--- config.mk ---
export PLATFORM = sky130hd
export DESIGN_NAME = rtc_bus_sequencer_flat
export DESIGN_NICKNAME = d
export VERILOG_FILES = /design/src/rtl/rtc_bus_sequencer_pkg.sv /design/src/rtl/rtc_bus_sequencer_if.sv /design/src/rtl/rtc_phase_timer.sv /design/src/rtl/rtc_bus_sequencer.sv /design/src/flat_wrapper.sv
export SDC_FILE = /design/constraint.sdc
export NUM_CORES = 1
export LEC_CHECK = 0
export ABC_CLOCK_PERIOD_IN_PS = 3500
export BUFFER_PORTS_ARGS = -buffer_cell sky130_fd_sc_hd__buf_2
export CAP_MARGIN = 30
export CORE_MARGIN = 5
export CORE_UTILIZATION = 47
export CTS_BUF_LIST = sky130_fd_sc_hd__clkbuf_8
export CTS_CLUSTER_DIAMETER = 30
export DETAILED_ROUTE_END_ITERATION = 10
export PLACE_DENSITY_LB_ADDON = 0.15
export SYNTH_ARGS = -nofsm -noshare
export SYNTH_HDL_FRONTEND = slang
export SYNTH_SLANG_ARGS = --single-unit
--- constraint.sdc ---
create_clock -name reloj -period 3.5 [get_ports reloj]
set_input_delay 0 -clock reloj [delete_from_list [all_inputs] [get_ports reloj]]
set_output_delay 0 -clock reloj [all_outputs]
set_load 0.05 [all_outputs]
--- src/rtl/rtc_bus_sequencer_pkg.sv ---
// rtl/rtc_bus_sequencer_pkg.sv - shared states, timing defaults, phase encoding and width helper
package rtc_bus_pkg;

    typedef enum logic [3:0] {
        IDLE,
        A_SETUP,
        A_PULSE,
        A_HOLD,
        A_GAP,
        D_SETUP,
        D_PULSE,
        D_HOLD,
        D_GAP,
        FIN
    } state_e;

    localparam int DEF_T_SETUP = 2;
    localparam int DEF_T_PULSE = 4;
    localparam int DEF_T_HOLD  = 2;
    localparam int DEF_T_GAP   = 2;

    localparam logic ADDR_PHASE = 1'b0;
    localparam logic DATA_PHASE = 1'b1;

    // Bits needed to hold 0..value-1; never less than one so degenerate
    // parameter choices still yield legal vectors.
    function automatic int clog2(input int value);
        int w;
        w = 1;
        while ((1 << w) < value) begin
            w++;
        end
        return w;
    endfunction

endpackage

--- src/rtl/rtc_bus_sequencer_if.sv ---
// rtl/rtc_bus_sequencer_if.sv - command, register-stream and RTC bus signals (abort pair with RTC_ABORT_EN)
interface rtc_bus_sequencer_if
    import rtc_bus_pkg::*;
#(
    parameter int DATA_W   = 8,
    parameter int MAX_REGS = 16
);
    localparam int CNT_W = clog2(MAX_REGS + 1);
    localparam int IDX_W = clog2(MAX_REGS);

    logic              req_valid;
    logic              req_ready;
    logic              req_write;
    logic [DATA_W-1:0] req_addr;
    logic [CNT_W-1:0]  req_count;
    logic              busy;
    logic              done;
    logic [IDX_W-1:0]  idx;
    logic [DATA_W-1:0] wdata;
    logic [DATA_W-1:0] rdata;
    logic              rdata_valid;
    logic [DATA_W-1:0] bus_out;
    logic              bus_oe;
    logic [DATA_W-1:0] bus_in;
    logic              CS_n;
    logic              RD_n;
    logic              WR_n;
    logic              A_D;

`ifdef RTC_ABORT_EN
    logic              abort;
    logic              aborted;

    modport slave (
        input  req_valid, req_write, req_addr, req_count, wdata, bus_in, abort,
        output req_ready, busy, done, idx, rdata, rdata_valid,
        output bus_out, bus_oe, CS_n, RD_n, WR_n, A_D, aborted
    );

    modport master (
        output req_valid, req_write, req_addr, req_count, wdata, bus_in, abort,
        input  req_ready, busy, done, idx, rdata, rdata_valid,
        input  bus_out, bus_oe, CS_n, RD_n, WR_n, A_D, aborted
    );
`else
    modport slave (
        input  req_valid, req_write, req_addr, req_count, wdata, bus_in,
        output req_ready, busy, done, idx, rdata, rdata_valid,
        output bus_out, bus_oe, CS_n, RD_n, WR_n, A_D
    );

    modport master (
        output req_valid, req_write, req_addr, req_count, wdata, bus_in,
        input  req_ready, busy, done, idx, rdata, rdata_valid,
        input  bus_out, bus_oe, CS_n, RD_n, WR_n, A_D
    );
`endif

endinterface

--- src/rtl/rtc_phase_timer.sv ---
// rtl/rtc_phase_timer.sv - per-state down-counter flagging the final clock of a timed state
module rtc_phase_timer #(
    parameter int W = 2
) (
    input  logic         clk_i,
    input  logic         rst_i,
    input  logic         load_i,
    input  logic [W-1:0] load_val_i,
    output logic         last_o
);
    logic [W-1:0] cnt_q;

    // Reload with the state's length minus one on every state change, then count to zero and park.
    always_ff @(posedge clk_i or posedge rst_i) begin
        if (rst_i) begin
            cnt_q <= '0;
        end else if (load_i) begin
            cnt_q <= load_val_i;
        end else if (cnt_q != '0) begin
            cnt_q <= cnt_q - 1'b1;
        end
    end

    assign last_o = (cnt_q == '0);

endmodule

--- src/rtl/rtc_bus_sequencer.sv ---
// rtl/rtc_bus_sequencer.sv - burst read/write sequencer for the RTC multiplexed bus (optional RTC_ABORT_EN)
module rtc_bus_sequencer
    import rtc_bus_pkg::*;
#(
    parameter int DATA_W   = 8,
    parameter int MAX_REGS = 16,
    parameter int T_SETUP  = DEF_T_SETUP,
    parameter int T_PULSE  = DEF_T_PULSE,
    parameter int T_HOLD   = DEF_T_HOLD,
    parameter int T_GAP    = DEF_T_GAP
) (
    input logic                reloj,
    input logic                resetM,
    rtc_bus_sequencer_if.slave bus
);
    localparam int CNT_W  = clog2(MAX_REGS + 1);
    localparam int IDX_W  = clog2(MAX_REGS);
    localparam int T_MAX1 = (T_SETUP > T_PULSE) ? T_SETUP : T_PULSE;
    localparam int T_MAX2 = (T_HOLD > T_GAP) ? T_HOLD : T_GAP;
    localparam int T_MAX  = (T_MAX1 > T_MAX2) ? T_MAX1 : T_MAX2;
    localparam int TMR_W  = clog2(T_MAX);

    state_e            state_q, state_d;
    logic [IDX_W-1:0]  idx_q, idx_d;
    logic [CNT_W-1:0]  count_q, count_d;
    logic              write_q, write_d;
    logic [DATA_W-1:0] addr_q, addr_d;
    logic [DATA_W-1:0] wdata_q, wdata_d;
    logic [DATA_W-1:0] rdata_q, rdata_d;
    logic              rvalid_q, rvalid_d;
    logic              busy_q, busy_d;
    logic              done_q, done_d;
    logic              cs_n_q, cs_n_d;
    logic              rd_n_q, rd_n_d;
    logic              wr_n_q, wr_n_d;
    logic              a_d_q, a_d_d;
    logic              oe_q, oe_d;
    logic [DATA_W-1:0] bus_out_q, bus_out_d;

    logic              tmr_last;
    logic              last_reg;
    logic              stop_now;

`ifdef RTC_ABORT_EN
    logic              abort_pend_q, abort_pend_d;
    logic              aborted_q, aborted_d;
    assign stop_now = abort_pend_q | bus.abort;
`else
    assign stop_now = 1'b0;
`endif

    assign last_reg = (CNT_W'(idx_q) == (count_q - 1'b1));

    function automatic logic [TMR_W-1:0] phase_len(input state_e s);
        case (s)
            A_SETUP, D_SETUP: return TMR_W'(T_SETUP - 1);
            A_PULSE, D_PULSE: return TMR_W'(T_PULSE - 1);
            A_HOLD,  D_HOLD:  return TMR_W'(T_HOLD - 1);
            A_GAP,   D_GAP:   return TMR_W'(T_GAP - 1);
            default:          return '0;
        endcase
    endfunction

    rtc_phase_timer #(.W(TMR_W)) u_timer (
        .clk_i      (reloj),
        .rst_i      (resetM),
        .load_i     (state_d != state_q),
        .load_val_i (phase_len(state_d)),
        .last_o     (tmr_last)
    );

    // Next state, burst context and the registered bus pins derived from the state being entered.
    always_comb begin
        state_d  = state_q;
        idx_d    = idx_q;
        count_d  = count_q;
        write_d  = write_q;
        addr_d   = addr_q;
        wdata_d  = wdata_q;
        rdata_d  = rdata_q;
        rvalid_d = 1'b0;

        unique case (state_q)
            IDLE: begin
                if (bus.req_valid) begin
                    write_d = bus.req_write;
                    addr_d  = bus.req_addr;
                    count_d = (bus.req_count > CNT_W'(MAX_REGS)) ? CNT_W'(MAX_REGS) : bus.req_count;
                    idx_d   = '0;
                    state_d = (bus.req_count == '0) ? FIN : A_SETUP;
                end
            end
            A_SETUP: if (tmr_last) state_d = A_PULSE;
            A_PULSE: if (tmr_last) state_d = A_HOLD;
            A_HOLD:  if (tmr_last) state_d = A_GAP;
            A_GAP: begin
                if (tmr_last) begin
                    if (stop_now) begin
                        state_d = FIN;
                    end else begin
                        state_d = D_SETUP;
                        wdata_d = bus.wdata;
                    end
                end
            end
            D_SETUP: if (tmr_last) state_d = D_PULSE;
            D_PULSE: begin
                if (tmr_last) begin
                    state_d = D_HOLD;
                    if (!write_q) begin
                        rdata_d  = bus.bus_in;
                        rvalid_d = 1'b1;
                    end
                end
            end
            D_HOLD:  if (tmr_last) state_d = D_GAP;
            D_GAP: begin
                if (tmr_last) begin
                    if (stop_now || last_reg) begin
                        state_d = FIN;
                    end else begin
                        idx_d   = idx_q + 1'b1;
                        state_d = A_SETUP;
                    end
                end
            end
            FIN:     state_d = IDLE;
            default: state_d = IDLE;
        endcase

        if (state_d == FIN || state_d == IDLE) begin
            idx_d = '0;
        end
        if (state_d == IDLE) begin
            rdata_d = '0;
        end

        busy_d    = (state_d != IDLE);
        done_d    = (state_d == FIN);
        cs_n_d    = 1'b1;
        rd_n_d    = 1'b1;
        wr_n_d    = 1'b1;
        a_d_d     = DATA_PHASE;
        oe_d      = 1'b0;
        bus_out_d = '0;

        case (state_d)
            A_SETUP, A_PULSE, A_HOLD: begin
                cs_n_d    = 1'b0;
                a_d_d     = ADDR_PHASE;
                oe_d      = 1'b1;
                bus_out_d = addr_d + DATA_W'(idx_d);
                wr_n_d    = (state_d != A_PULSE);
            end
            A_GAP: a_d_d = ADDR_PHASE;
            D_SETUP, D_PULSE, D_HOLD: begin
                cs_n_d    = 1'b0;
                oe_d      = write_d;
                bus_out_d = write_d ? wdata_d : '0;
                wr_n_d    = !(write_d && state_d == D_PULSE);
                rd_n_d    = !(!write_d && state_d == D_PULSE);
            end
            default: ;
        endcase

`ifdef RTC_ABORT_EN
        abort_pend_d = (state_q == IDLE) ? 1'b0 : (abort_pend_q | bus.abort);
        aborted_d    = (state_d == FIN) && (state_q != IDLE) && stop_now;
`endif
    end

    // Sequencer state and every bus-facing output register; reset lands in the idle pin state at once.
    always_ff @(posedge reloj or posedge resetM) begin
        if (resetM) begin
            state_q      <= IDLE;
            idx_q        <= '0;
            count_q      <= '0;
            write_q      <= 1'b0;
            addr_q       <= '0;
            wdata_q      <= '0;
            rdata_q      <= '0;
            rvalid_q     <= 1'b0;
            busy_q       <= 1'b0;
            done_q       <= 1'b0;
            cs_n_q       <= 1'b1;
            rd_n_q       <= 1'b1;
            wr_n_q       <= 1'b1;
            a_d_q        <= DATA_PHASE;
            oe_q         <= 1'b0;
            bus_out_q    <= '0;
`ifdef RTC_ABORT_EN
            abort_pend_q <= 1'b0;
            aborted_q    <= 1'b0;
`endif
        end else begin
            state_q      <= state_d;
            idx_q        <= idx_d;
            count_q      <= count_d;
            write_q      <= write_d;
            addr_q       <= addr_d;
            wdata_q      <= wdata_d;
            rdata_q      <= rdata_d;
            rvalid_q     <= rvalid_d;
            busy_q       <= busy_d;
            done_q       <= done_d;
            cs_n_q       <= cs_n_d;
            rd_n_q       <= rd_n_d;
            wr_n_q       <= wr_n_d;
            a_d_q        <= a_d_d;
            oe_q         <= oe_d;
            bus_out_q    <= bus_out_d;
`ifdef RTC_ABORT_EN
            abort_pend_q <= abort_pend_d;
            aborted_q    <= aborted_d;
`endif
        end
    end

    assign bus.req_ready   = (state_q == IDLE);
    assign bus.busy        = busy_q;
    assign bus.done        = done_q;
    assign bus.idx         = idx_q;
    assign bus.rdata       = rdata_q;
    assign bus.rdata_valid = rvalid_q;
    assign bus.bus_out     = bus_out_q;
    assign bus.bus_oe      = oe_q;
    assign bus.CS_n        = cs_n_q;
    assign bus.RD_n        = rd_n_q;
    assign bus.WR_n        = wr_n_q;
    assign bus.A_D         = a_d_q;
`ifdef RTC_ABORT_EN
    assign bus.aborted     = aborted_q;
`endif

endmodule

--- src/flat_wrapper.sv ---
// flat-port wrapper written by rule: the top's interface ports become plain ports
module rtc_bus_sequencer_flat import rtc_bus_pkg::*;
#(
    parameter int DATA_W   = 8,
    parameter int MAX_REGS = 16,
    parameter int T_SETUP  = DEF_T_SETUP,
    parameter int T_PULSE  = DEF_T_PULSE,
    parameter int T_HOLD   = DEF_T_HOLD,
    parameter int T_GAP    = DEF_T_GAP
)
  (reloj, resetM, bus_req_valid, bus_req_write, bus_req_addr, bus_req_count, bus_wdata, bus_bus_in, bus_req_ready, bus_busy, bus_done, bus_idx, bus_rdata, bus_rdata_valid, bus_bus_out, bus_bus_oe, bus_CS_n, bus_RD_n, bus_WR_n, bus_A_D);
  rtc_bus_sequencer_if #(.DATA_W(DATA_W), .MAX_REGS(MAX_REGS)) bus_i ();
  input logic reloj;
  input logic resetM;
  input wire logic [$bits(bus_i.req_valid)-1:0] bus_req_valid;
  input wire logic [$bits(bus_i.req_write)-1:0] bus_req_write;
  input wire logic [$bits(bus_i.req_addr)-1:0] bus_req_addr;
  input wire logic [$bits(bus_i.req_count)-1:0] bus_req_count;
  input wire logic [$bits(bus_i.wdata)-1:0] bus_wdata;
  input wire logic [$bits(bus_i.bus_in)-1:0] bus_bus_in;
  output wire logic [$bits(bus_i.req_ready)-1:0] bus_req_ready;
  output wire logic [$bits(bus_i.busy)-1:0] bus_busy;
  output wire logic [$bits(bus_i.done)-1:0] bus_done;
  output wire logic [$bits(bus_i.idx)-1:0] bus_idx;
  output wire logic [$bits(bus_i.rdata)-1:0] bus_rdata;
  output wire logic [$bits(bus_i.rdata_valid)-1:0] bus_rdata_valid;
  output wire logic [$bits(bus_i.bus_out)-1:0] bus_bus_out;
  output wire logic [$bits(bus_i.bus_oe)-1:0] bus_bus_oe;
  output wire logic [$bits(bus_i.CS_n)-1:0] bus_CS_n;
  output wire logic [$bits(bus_i.RD_n)-1:0] bus_RD_n;
  output wire logic [$bits(bus_i.WR_n)-1:0] bus_WR_n;
  output wire logic [$bits(bus_i.A_D)-1:0] bus_A_D;
  assign bus_i.req_valid = bus_req_valid;
  assign bus_i.req_write = bus_req_write;
  assign bus_i.req_addr = bus_req_addr;
  assign bus_i.req_count = bus_req_count;
  assign bus_i.wdata = bus_wdata;
  assign bus_i.bus_in = bus_bus_in;
  assign bus_req_ready = bus_i.req_ready;
  assign bus_busy = bus_i.busy;
  assign bus_done = bus_i.done;
  assign bus_idx = bus_i.idx;
  assign bus_rdata = bus_i.rdata;
  assign bus_rdata_valid = bus_i.rdata_valid;
  assign bus_bus_out = bus_i.bus_out;
  assign bus_bus_oe = bus_i.bus_oe;
  assign bus_CS_n = bus_i.CS_n;
  assign bus_RD_n = bus_i.RD_n;
  assign bus_WR_n = bus_i.WR_n;
  assign bus_A_D = bus_i.A_D;
  rtc_bus_sequencer #(.DATA_W(DATA_W), .MAX_REGS(MAX_REGS), .T_SETUP(T_SETUP), .T_PULSE(T_PULSE), .T_HOLD(T_HOLD), .T_GAP(T_GAP)) u_core (.reloj(reloj), .resetM(resetM), .bus(bus_i));
endmodule
==> results.sh <==
export IMPL_status="finished, violations left"
export IMPL_violations="setup timing"
export IMPL_area_delta_synth_final_pct=38.61
export IMPL_ys_ff_latch=56
export IMPL_hold_path_class="input pin to register"
export IMPL_rsz0062_at_grt="yes"
export IMPL_drt_wl_total_um=7702
export IMPL_critical_path_top_delay_family="compound AO/OA/AOI/OAI gates"
export IMPL_irDropWorstVdd_uv=585.8
export IMPL_arrival_ns=3.73
export IMPL_crit_path_start_kind="register"
export IMPL_cp_num_cells=17
export IMPL_worst_pin_slew_ns=0.6582
export IMPL_placed_area_um2=3483
export IMPL_reg2reg_slack_ns=-0.02
export IMPL_whs_path_depth=4
export IMPL_stdcell_area_um2=4079
export IMPL_synth_compound_area_frac=0.1590
export IMPL_worstReg2RegStart="u_core.count_q[1]$_DFFE_PP0P_"
export IMPL_setup_viol=1
export IMPL_final_cells=493
export IMPL_hold_start="bus_req_valid"
export IMPL_place_gp_congestion=0.8110
export IMPL_grt_pass1_wl_um=12490
export IMPL_rows=28
export IMPL_clk_latency_ns=0.31
export IMPL_firstDrtPassIters=4
export IMPL_synthMuxAreaShare=0.03529
export IMPL_min_to="u_core.addr_q[2]$_DFF_PP0_"
export IMPL_worstPathRequired_ns=3.71
export IMPL_skew_ns=0.005871
export IMPL_cts_sinks=56
export IMPL_drive_above_1_share=0.3565
export IMPL_cts_buffers=5
export IMPL_endpoint_kind="register"
export IMPL_ios=62
export IMPL_grt_max_degree=39
export IMPL_first_global_vias=2651
export IMPL_synth_edf_count=0
export IMPL_cts_buffer_depth=2
export IMPL_leakage_nw=2.004
export IMPL_path_clk_slew_ns=0.10
export IMPL_root_buffer="clkbuf_8"
export IMPL_critPathKind="register to register"
export IMPL_cts_htree_levels=2
export IMPL_synth_ff_type="dfrtp_1"
export IMPL_min_period_ns=3.522
export IMPL_antenna_found_initial=0
export IMPL_synth_top_family_by_area="simple AND/OR/NAND/NOR gates"
export IMPL_dp_hpwl_um=5256
export IMPL_synth_area_per_cell_um2=9.875
export IMPL_dr_total_vias=2638
export IMPL_powerDensity_nw_per_um2=863.9
export IMPL_grt_overflow=0
export IMPL_core_area_um2=5991
export IMPL_drc=0
export IMPL_synth_cell_area_um2=2943
export IMPL_die_area_um2=7944
export IMPL_final_nets=458
export IMPL_fin_setup_tns_ns=-0.02225
export IMPL_cts_tree="done"
export IMPL_setup_ws_ns=-0.02225
export IMPL_drv_cap=0
export IMPL_yosys_warnings=0
export IMPL_critPathBufInv=1
export IMPL_crit_chain="inv_1, ha_4, o21ba_4, a221oi_4, o211ai_1, and2_4, and3_4, o21ai_2, a21oi_2, ha_1, a21o_1, a21oi_2, nor2_1, a31oi_2, nand3_2, a31o_4, a31o_4"
export IMPL_synth_xor_area_frac=0.04167
export IMPL_dp_cells=446
export IMPL_ant_nets=0
export IMPL_maxSlewViolCount=0
export IMPL_vias_per_cell=5.351
export IMPL_fmax_mhz=283.9
export IMPL_place_port_buffers=61
export IMPL_synthAdderAreaFrac=0.03997
export IMPL_dieHeight_um=89.13
export IMPL_critPathSlowestCell="dfrtp_1"
export IMPL_post_route_period_util=1.006
export IMPL_wl_per_cell_um=15.62
export IMPL_yosys_area_share_simple=0.2088
export IMPL_drt_iter0_drc=134
export IMPL_syn_num_nets=339
export IMPL_critPathMaxStageDelay_ns=0.36
export IMPL_grt_use_total=0.2033
export IMPL_chipWidth_um=89.13
export IMPL_start_util=0.4912
export IMPL_diodes=0
export IMPL_relSlewSlack=0.5603
export IMPL_yosysSeqAreaShare=0.4779
export IMPL_r2r_end="u_core.bus.bus_out[7]$_DFF_PP0_"
export IMPL_synth_cell_types=63
export IMPL_hold_viol=0
export IMPL_n_fill_cell=483
export IMPL_async_reset_ff_frac=1.000
export IMPL_critPathMaxFanout=5
export IMPL_syn_inst=298
export IMPL_rr_worst_depth=17
[worst min-delay path, stage by stage]
cell and delay (ns):
buf_2 0.17, nand2_2 0.14, nand2_1 0.06, nand2_1 0.08
[sequential cells by signal, summed over array words and instances, names as in the netlist, 2 cells and up]
register	cells
u_core.bus.bus_out	8
u_core.wdata_q	8
u_core.addr_q	8
u_core.bus.idx	4
u_core.state_q	4
u_core.count_q	5
u_core.bus.rdata	8
u_core.u_timer.cnt_q	2
[synthesized netlist by cell type (all sizes together), types with 2 or more instances]
master   n  area share
a21o     2      0.0051
and2     6       0.014
a21oi   18       0.031
mux2     8       0.031
nand2   62       0.079
nand3   10       0.017
xnor2    8       0.024
or4b     2      0.0068
buf      6       0.013
clkbuf   6      0.0077
nor2b    6       0.013
xor2     6       0.018
nor2    11       0.014
and3     3      0.0064
o31ai    2      0.0051
ha       7       0.030
a211oi   2      0.0051
nor4     2      0.0064
dfstp    4       0.036
a32oi    2      0.0085
or2      2      0.0043
a31o     2      0.0060
nand3b   4       0.010
nor3     5       0.014
o211ai   3       0.011
inv     12       0.015
nand4    3      0.0064
a221oi   2       0.010
a22o     8       0.024
dfrtp   52        0.44
o21ai    8       0.015
a22oi    2      0.0051
nand2b   3      0.0064
nor3b    2      0.0051
[through the flow]
stage / worst slack (ns) / util / hold WS, ns / total power [mW]
finish: -0.02225 / 0.6809 / 0.1772 / 3.524
global route: -0.1840 / 0.6809 / 0.1998 / 3.766
CTS: 0.01471 / 0.6652 / 0.1734 / 3.465
detailed placement: -0.1214 / 0.5815 / 0.003665 / 2.947
global placement: -0.02612 / 0.5815 / 0.004029 / 2.932
floorplan: 0.0009377 / - / 0.1054 / 2.444
[per-layer routing]
metal  global-route usage  vias to the layer above  routed length (um)
li1                     -                     1286                   -
met1               0.2735                     1265                3395
met2               0.3389                       72                3673
met3              0.03041                       15                 464
met4              0.06495                        0                 169
met5                    0                        -                   0
[cells in the final DEF, fill, tap and decap left out, types with 3 or more instances in the layout]
cell type      synthesis  final
a21oi_1               18     16
nand4_1                3      3
buf_4                  1     30
o21ai_0                6      5
nand3_1               10      9
xor2_1                 6      6
ha_1                   7      4
nor2_1                11     10
clkbuf_8               0      5
nand2b_1               3      3
nand2_1               62     61
inv_2                  2      4
nor2b_1                6      6
and2_4                 1      3
nand3b_1               4      4
xnor2_1                8      8
dfstp_2                4      4
buf_2                  4     61
mux2_2                 8      8
and2_1                 5      3
dlygate4sd3_1          0     33
dfrtp_1               52     51
a22o_1                 8      8
inv_1                 10      9
[kinds of logic after synthesis]
group                      Yosys count
and+or+nand+nor                    123
DFF                                 56
muxes                                9
xor gates and xnor gates            14
adders and majority gates            9
AOI/OAI and AO/OA                   62
buffers and inverters               25
[worst max-delay path by stage]
stage | from | endpoint | slack (ns)
floorplan | u_core.count_q[0]$_DFFE_PP0P_ | u_core.bus.bus_out[7]$_DFF_PP0_ | 0.0009
global placement | u_core.count_q[0]$_DFFE_PP0P_ | u_core.bus.bus_out[6]$_DFF_PP0_ | -0.03
detailed placement | u_core.count_q[0]$_DFFE_PP0P_ | u_core.bus.bus_out[7]$_DFF_PP0_ | -0.12
CTS | u_core.count_q[0]$_DFFE_PP0P_ | u_core.bus.bus_out[7]$_DFF_PP0_ | 0.01
global route | u_core.count_q[0]$_DFFE_PP0P_ | u_core.bus.bus_out[7]$_DFF_PP0_ | -0.18
finish | u_core.count_q[1]$_DFFE_PP0P_ | u_core.bus.bus_out[7]$_DFF_PP0_ | -0.02
[final cells by class]
cell class / instances / area [um2] / share of cell area
repair buffers: 124 / 860.8 / 0.2110
clock buffers: 5 / 68.82 / 0.01687
inverters: 13 / 48.80 / 0.01196
flip-flops and latches: 56 / 1408 / 0.3451
clock inverters: 3 / 42.54 / 0.01043
multi-input cells: 217 / 1556 / 0.3816
well taps: 75 / 93.84 / 0.02301
[what timing repair did]
action | CTS | global route
endpoints found under the hold margin | 48 | 0
endpoints found under the setup margin | 4 | 4
resized for setup | 5 | 15
pin swaps | 3 | 16
buffers inserted | 3 | 3
hold buffers | 33 | 0
[power by group]
group / total (mW) / switching, mW / internal [mW]
combinational: 2.03 / 1.25 / 0.780
sequential: 1.06 / 0.146 / 0.916
clock: 0.429 / 0.215 / 0.214
No activity file was read; power rests on OpenSTA's default activity.
